[src/rtl/fetch_stage_if.sv]
// Instruction-memory read/response handshake between the fetch stage and imem.
interface fetch_stage_if;
  logic [15:0] imem_address;
  logic        imem_read;
  logic [15:0] imem_rdata;
  logic        imem_resp;

  modport master (
    output imem_address,
    output imem_read,
    input  imem_rdata,
    input  imem_resp
  );

  modport slave (
    input  imem_address,
    input  imem_read,
    output imem_rdata,
    output imem_resp
  );
endinterface

[src/rtl/fetch_stage.sv]
// LC-3b fetch stage: owns the PC, reads imem, feeds {npc, ir} to the decode registers.
// state   | meaning
// FETCH   | read at pc outstanding or about to be issued
// HOLD    | fetched word parked in hold buffer while decode stalls
// DISCARD | pre-redirect read still in flight; its data will be dropped
module fetch_stage #(
  parameter logic [15:0] RESET_PC = 16'h0000
) (
  input  logic          clk,
  input  logic          reset,
  fetch_stage_if.master imem,
  input  logic          stall,
  input  logic          redirect,
  input  logic [15:0]   redirect_pc,
  output logic          load_de_npc,
  output logic          load_de_ir,
  output logic [15:0]   de_npc,
  output logic [15:0]   de_ir
);

  typedef enum logic [1:0] {
    S_FETCH   = 2'd0,
    S_HOLD    = 2'd1,
    S_DISCARD = 2'd2
  } state_t;

  state_t      state, state_n;
  logic [15:0] pc, pc_n;
  logic [15:0] hold_ir, hold_ir_n;
  logic [15:0] hold_npc, hold_npc_n;
  logic [15:0] disc_addr, disc_addr_n;

  logic [15:0] pc_inc;
  logic [15:0] target_pc;
  logic        read_c;
  logic [15:0] addr_c;
  logic        load_c;
  logic [15:0] npc_c;
  logic [15:0] ir_c;

  assign pc_inc    = pc + 16'd2;
  assign target_pc = {redirect_pc[15:1], 1'b0};

  always_ff @(posedge clk) begin
    if (reset) begin
      state     <= S_FETCH;
      pc        <= RESET_PC;
      hold_ir   <= 16'h0000;
      hold_npc  <= 16'h0000;
      disc_addr <= 16'h0000;
    end else begin
      state     <= state_n;
      pc        <= pc_n;
      hold_ir   <= hold_ir_n;
      hold_npc  <= hold_npc_n;
      disc_addr <= disc_addr_n;
    end
  end

  always_comb begin
    state_n     = state;
    pc_n        = pc;
    hold_ir_n   = hold_ir;
    hold_npc_n  = hold_npc;
    disc_addr_n = disc_addr;
    read_c      = 1'b0;
    addr_c      = 16'h0000;
    load_c      = 1'b0;
    npc_c       = 16'h0000;
    ir_c        = 16'h0000;

    case (state)
      S_FETCH: begin
        read_c = 1'b1;
        addr_c = pc;
        if (redirect) begin
          load_c = 1'b1;
          npc_c  = target_pc;
          pc_n   = target_pc;
          if (!imem.imem_resp) begin
            disc_addr_n = pc;
            state_n     = S_DISCARD;
          end
        end else if (imem.imem_resp && !stall) begin
          load_c = 1'b1;
          ir_c   = imem.imem_rdata;
          npc_c  = pc_inc;
          pc_n   = pc_inc;
        end else if (imem.imem_resp) begin
          hold_ir_n  = imem.imem_rdata;
          hold_npc_n = pc_inc;
          pc_n       = pc_inc;
          state_n    = S_HOLD;
        end
      end

      S_HOLD: begin
        if (redirect) begin
          load_c  = 1'b1;
          npc_c   = target_pc;
          pc_n    = target_pc;
          state_n = S_FETCH;
        end else if (!stall) begin
          load_c  = 1'b1;
          ir_c    = hold_ir;
          npc_c   = hold_npc;
          state_n = S_FETCH;
        end
      end

      S_DISCARD: begin
        // The in-flight read cannot be cancelled, so keep its address stable until resp.
        read_c = 1'b1;
        addr_c = disc_addr;
        if (redirect) begin
          load_c = 1'b1;
          npc_c  = target_pc;
          pc_n   = target_pc;
        end
        if (imem.imem_resp) begin
          state_n = S_FETCH;
        end
      end

      default: begin
        state_n = S_FETCH;
      end
    endcase

    if (reset) begin
      read_c = 1'b0;
      addr_c = 16'h0000;
      load_c = 1'b0;
      npc_c  = 16'h0000;
      ir_c   = 16'h0000;
    end
  end

  assign imem.imem_read    = read_c;
  assign imem.imem_address = addr_c;
  assign load_de_npc       = load_c;
  assign load_de_ir        = load_c;
  assign de_npc            = npc_c;
  assign de_ir             = ir_c;

endmodule

[src/flat_wrapper.sv]
// flat-port wrapper written by rule: the top's interface ports become plain ports
module fetch_stage_flat 
#(
  parameter logic [15:0] RESET_PC = 16'h0000
)
  (clk, reset, stall, redirect, redirect_pc, load_de_npc, load_de_ir, de_npc, de_ir, imem_imem_address, imem_imem_read, imem_imem_rdata, imem_imem_resp);
  fetch_stage_if imem_i ();
  input  logic clk;
  input  logic reset;
  input  logic stall;
  input  logic redirect;
  input  logic [15:0] redirect_pc;
  output logic load_de_npc;
  output logic load_de_ir;
  output logic [15:0] de_npc;
  output logic [15:0] de_ir;
  output wire logic [$bits(imem_i.imem_address)-1:0] imem_imem_address;
  output wire logic [$bits(imem_i.imem_read)-1:0] imem_imem_read;
  input wire logic [$bits(imem_i.imem_rdata)-1:0] imem_imem_rdata;
  input wire logic [$bits(imem_i.imem_resp)-1:0] imem_imem_resp;
  assign imem_imem_address = imem_i.imem_address;
  assign imem_imem_read = imem_i.imem_read;
  assign imem_i.imem_rdata = imem_imem_rdata;
  assign imem_i.imem_resp = imem_imem_resp;
  fetch_stage #(.RESET_PC(RESET_PC)) u_core (.clk(clk), .reset(reset), .imem(imem_i), .stall(stall), .redirect(redirect), .redirect_pc(redirect_pc), .load_de_npc(load_de_npc), .load_de_ir(load_de_ir), .de_npc(de_npc), .de_ir(de_ir));
endmodule
[config.mk]
export PLATFORM = sky130hd
export DESIGN_NAME = fetch_stage_flat
export DESIGN_NICKNAME = d
export VERILOG_FILES = /design/src/rtl/fetch_stage_if.sv /design/src/rtl/fetch_stage.sv /design/src/flat_wrapper.sv
export SDC_FILE = /design/constraint.sdc
export NUM_CORES = 1
export LEC_CHECK = 0
export CAP_MARGIN = 25
export CORE_AREA = 2 2 93 95
export CTS_CLUSTER_DIAMETER = 80
export CTS_CLUSTER_SIZE = 10
export DETAILED_ROUTE_END_ITERATION = 12
export DIE_AREA = 0 0 95 97
export PLACE_DENSITY = 0.8
export REMOVE_ABC_BUFFERS = 1
export SYNTH_ARGS = -nofsm -noshare
export SYNTH_HDL_FRONTEND = slang
export SYNTH_SLANG_ARGS = --single-unit
[constraint.sdc]
create_clock -name clk -period 2 [get_ports clk]
set_input_delay 0.3 -clock clk [delete_from_list [all_inputs] [get_ports clk]]
set_output_delay 0.3 -clock clk [all_outputs]
set_load 0.01 [all_outputs]
* Word-level counts from Yosys, hierarchy flattened *
Cells that the tools add are included.
Widths: inputs -> output; s select.

word-level totals
  flip-flop bits (word level) = 66
  input port bits = 37
  logic and storage cells = 65

operators by class
  add/subtract/negate cells = 1
  eq/ne operators = 9
  muxes and demuxes = 37
  bitwise logic cells = 3
  reduce and logical (&&, ||, !) cells = 10

operators with widths
  cell                   count
  $mux 16                16
  $pmux 16 s2            3
  $pmux 16 s3            1
  $add 16x2->16 const B  1
  $mux 2                 7
  $ne 3x3->1 const B     4
  $mux 1                 8
  $pmux 2 s3             1
  $reduce_and 3->1       2
  $reduce_and 5->1       1
  $ne 4x3->1 const B     1
  $reduce_and 4->1       1
  $reduce_or 2->1        2
  $not 1->1              3
  $pmux 1 s3             1
  $eq 2x1->1 const B     1
  $eq 2x2->1 const B     1
  $logic_not 2->1        1
  $ne 2x1->1 const B     1
  $ne 2x2->1 const B     1
  $reduce_bool 2->1      1
  $logic_and 1x1->1      1
  $logic_not 1->1        1

* Logic depth before layout (Yosys ltp) *
  word-level depth = 6
  gate-level depth with buffers = 9
  gate-level depth less buffers = 7

* Worst setup path before layout *
OpenSTA, ideal clock, no wires.

  kind = register to output
  start point = register u_core.state[0]
  end point = output load_de_npc
  data arrival time = 1,742 ps
  setup slack = -42 ps
  stages on the path, launching flop included = 10
  path through = dfxtp_1 -> inv_1 -> ha_1 -> buf_2 -> buf_1 -> nor2_1 -> a21oi_1 -> nor2_1 -> nor3_1 -> buf_4

between the ends
  cells in the longest elaborated chain, start to end = 3

RTL lines
  item                                RTL line            RTL
  start, declared                     fetch_stage.sv:27   state_t state, state_n;
  start signal, assigned              fetch_stage.sv:52   state <= state_n;
  $eq 2x2->1 (tied with other cells)  fetch_stage.sv:72   case (state)
  $pmux 1 s3 *                        fetch_stage.sv:72
  $mux 1 *                            fetch_stage.sv:130  if (reset) begin
  end, declared                       flat_wrapper.sv:13  output logic load_de_npc;

Every way passes the cells marked *; elsewhere a longest branch is shown, timed or not.

* Final worst setup path *
  start point = register u_core.state[0]
  end point = output de_npc[12]

between the ends
  cells in the longest elaborated chain, start to end = 3

RTL lines
  item                                RTL line            RTL
  $eq 2x2->1 (tied with other cells)  fetch_stage.sv:72
  $pmux 16 s3 *                       fetch_stage.sv:72
  $mux 16 *                           fetch_stage.sv:130
  end, declared                       flat_wrapper.sv:15  output logic [15:0] de_npc;

Marks and branches as above.

==> metrics <==
status finished with violations; failing checks negative setup slack; RSZ-0062 raised after global routing true; first-pass GRT wire length 20.47 mm; buffer levels on the longest clock path 2; sequential cell area fraction in the yosys report 34.95%; Via Count 4458; most used routing layer met2; post-DP HPWL 8.399 mm; multiplexer share of the synthesized area 0.2774%; Rel. slew slack 63.35%; Max Cap Viol 0; Worst IR Drop VDD 0.4753 mV; number of global-route vias before repair 4216; clock skew 0.006717 ns; Setup violations, final 33; TritonCTS Buffers 9; CTS tree done; Crit. End Element primary output; fmax 419.7 MHz; Critical Path AT 2.08 ns; WL final 13.76 mm; Post-Synth Adder-Cell Area 1.734%; met3 Track Usage GR 4.673%; 1st-iter DRT viols 383; Hold Slack 0.3894 ns; largest family of logic cells by synthesized area compound AO/OA/AOI/OAI gates; GRT met2 Usage 47.41%; # clock sinks 63; critical path class reg2out; GRT Total Usage 28.16%; Synth Area per Inst 7.203 um2; Post-layout nets 688; Synth-to-Final Area Change 55.72%; diode count 0; Distinct cells, synth 50; Worst-Skew Late Latency 0.35 ns; grt ovf 0; asr flop ratio synth 0%; die width 95 um; ratio of cells with drive above 1 in the final layout 31.54%; critical path peak fanout 8; PortBufs 84; fin crit share 119.1%; met1 GRT Util 35.30%; Hold Vio Cnt, Final 0; CTS hold repair buffers 0; DR vias/cell 5.905; R2R Setup Slk 0.14 ns; largest net degree at the start of global routing 35; worst hold path class in2reg; setup ws final -0.3824 ns; initial antenna violation count 0; static leakage 2.509 nW; H-tree levels 3; ys flop type dfxtp_1; most frequent cells in the layout nand2_1, buf_4, nor2_1, dfxtp_1, a21oi_1; die area 9215 um2; Worst Tran Pin Value 0.5498 ns; Root Buffer Master clkbuf_8; flop and latch count out of synthesis 63; Worst Setup Start Kind flop; initial core utilization 44.36%; DIE HEIGHT 97 um; max-slew violation count 0; Synth Area in XOR/XNOR 2.913%; reg2reg path depth 8; CP required 1.70 ns; compound-cell area share of the yosys netlist 27.50%; Post-synth EDFFs 0; Min-Delay Path Depth 3; Synth Area in Simple Gates 24.90%; Mapped Area 3608 um2; DRT antenna net count 0; Cells after Synth 501; Setup TNS -9.145 ns; row count 33; commonest non-fill, non-tap cell in the layout nand2_1; core area 8134 um2; Initial DRT Pass Iterations 5; CTS clk-pin slew, worst paths 0.07 ns; pwr dens 652.3 nW/um2; gpl congestion 0.9183; Synth warnings 0; IO Pins 88; drt wl/cell 18.23 um; fin crit period 2.382 ns; DRC viols 0
## path summary, 6_finish.rpt
kind | start | end
worst max register to register | u_core.pc[1]$_SDFFE_PP0P_ | u_core.pc[8]$_SDFFE_PP0P_
worst min register to register | u_core.disc_addr[1]$_SDFFE_PP0P_ | u_core.disc_addr[1]$_SDFFE_PP0P_
worst max-delay path | u_core.state[0]$_SDFFE_PP0P_ | de_npc[12]
worst min-delay path | reset | u_core.disc_addr[3]$_SDFFE_PP0P_
## cell usage after synthesis, types with 2 or more instances
cell / count / share of area, %
a22o_1: 2 / 0.49
buf_2: 16 / 2.2
dfxtp_1: 63 / 35
or2_2: 4 / 0.69
a31oi_1: 3 / 0.52
and3_1: 6 / 1.0
ha_1: 5 / 1.7
buf_4: 6 / 1.2
or2_1: 2 / 0.35
o22ai_1: 3 / 0.52
a211oi_1: 6 / 1.2
and4_1: 2 / 0.49
nand4_1: 5 / 0.87
a21oi_1: 58 / 8.0
nand2_1: 88 / 9.2
a222oi_1: 4 / 1.1
nand3_1: 8 / 1.1
o21ai_0: 9 / 1.2
buf_1: 5 / 0.52
nor2_1: 74 / 7.7
clkbuf_1: 24 / 2.5
inv_1: 8 / 0.83
nor3_1: 14 / 1.9
xnor2_1: 7 / 1.7
a32oi_1: 16 / 3.9
a22oi_1: 34 / 7.1
xor2_1: 5 / 1.2
nor2b_1: 2 / 0.35
## where the power goes
group / internal, mW / switching (mW)
logic: 0.539 / 0.598
clock network: 0.630 / 0.518
registers: 1.32 / 0.0564
total: 2.49 / 1.17
## flip-flops by register name, indices dropped and copies added, names as in the netlist
register          flops
u_core.state          2
u_core.hold_ir       16
u_core.disc_addr     15
u_core.pc            15
u_core.hold_npc      15
## layout make-up
| type | count | area, um2 |
|---|---|---|
| Sequential cell | 63 | 1266 |
| Inverter | 8 | 32.53 |
| Tap cell | 105 | 131.4 |
| Multi-Input combinational cell | 379 | 2344 |
| Clock buffer | 11 | 151.4 |
| Timing Repair Buffer | 185 | 1649 |
| Clock inverter | 4 | 45.04 |
| Fill cell | 612 | 2515 |
## metal layers
layer,share of wire (%),up-vias
met3,8.0,47
li1,-,2052
met1,39,2108
met2,49,251
met5,0,-
met4,3.7,0
## worst max-delay path, stage by stage, from the launching register on
cell and delay (ns):
dfxtp_4 0.37, inv_4 0.08, ha_4 0.21, nand2_4 0.08
nor3_4 0.25, buf_6 0.18, buf_12 0.13, nand2_1 0.06
a21oi_1 0.19, buf_2 0.17
## metrics by stage
stage | instance area (um2) | total power, mW | instances | util [%] | worst slack [ns]
floorplan | 3367 | 1.820 | 450 | - | -1.569
global placement | 5035 | 2.337 | 719 | 61.90 | -0.5382
detailed placement | 5035 | 2.359 | 719 | 61.90 | -0.5946
CTS | 5325 | 3.534 | 746 | 65.47 | -0.2760
global route | 5619 | 3.813 | 755 | 69.08 | -0.4538
finish | 5619 | 3.666 | 755 | 69.08 | -0.3824
## repair_timing
action,CTS,global route
setup endpoints to repair,48,48
gates cloned,2,1
pin swaps,12,27
setup buffers,11,13
resized for setup,176,56
## cells by family (layout without fill, tap and decap cells)
logic type	Yosys count	count (layout)
buf+inv	60	208
other cells	1	2
compound gates	148	148
simple gates	211	211
flops	63	63
mux	1	1
fa+ha+maj	5	5
xor+xnor	12	12
Note: power is estimated with default switching activity, not from simulation.
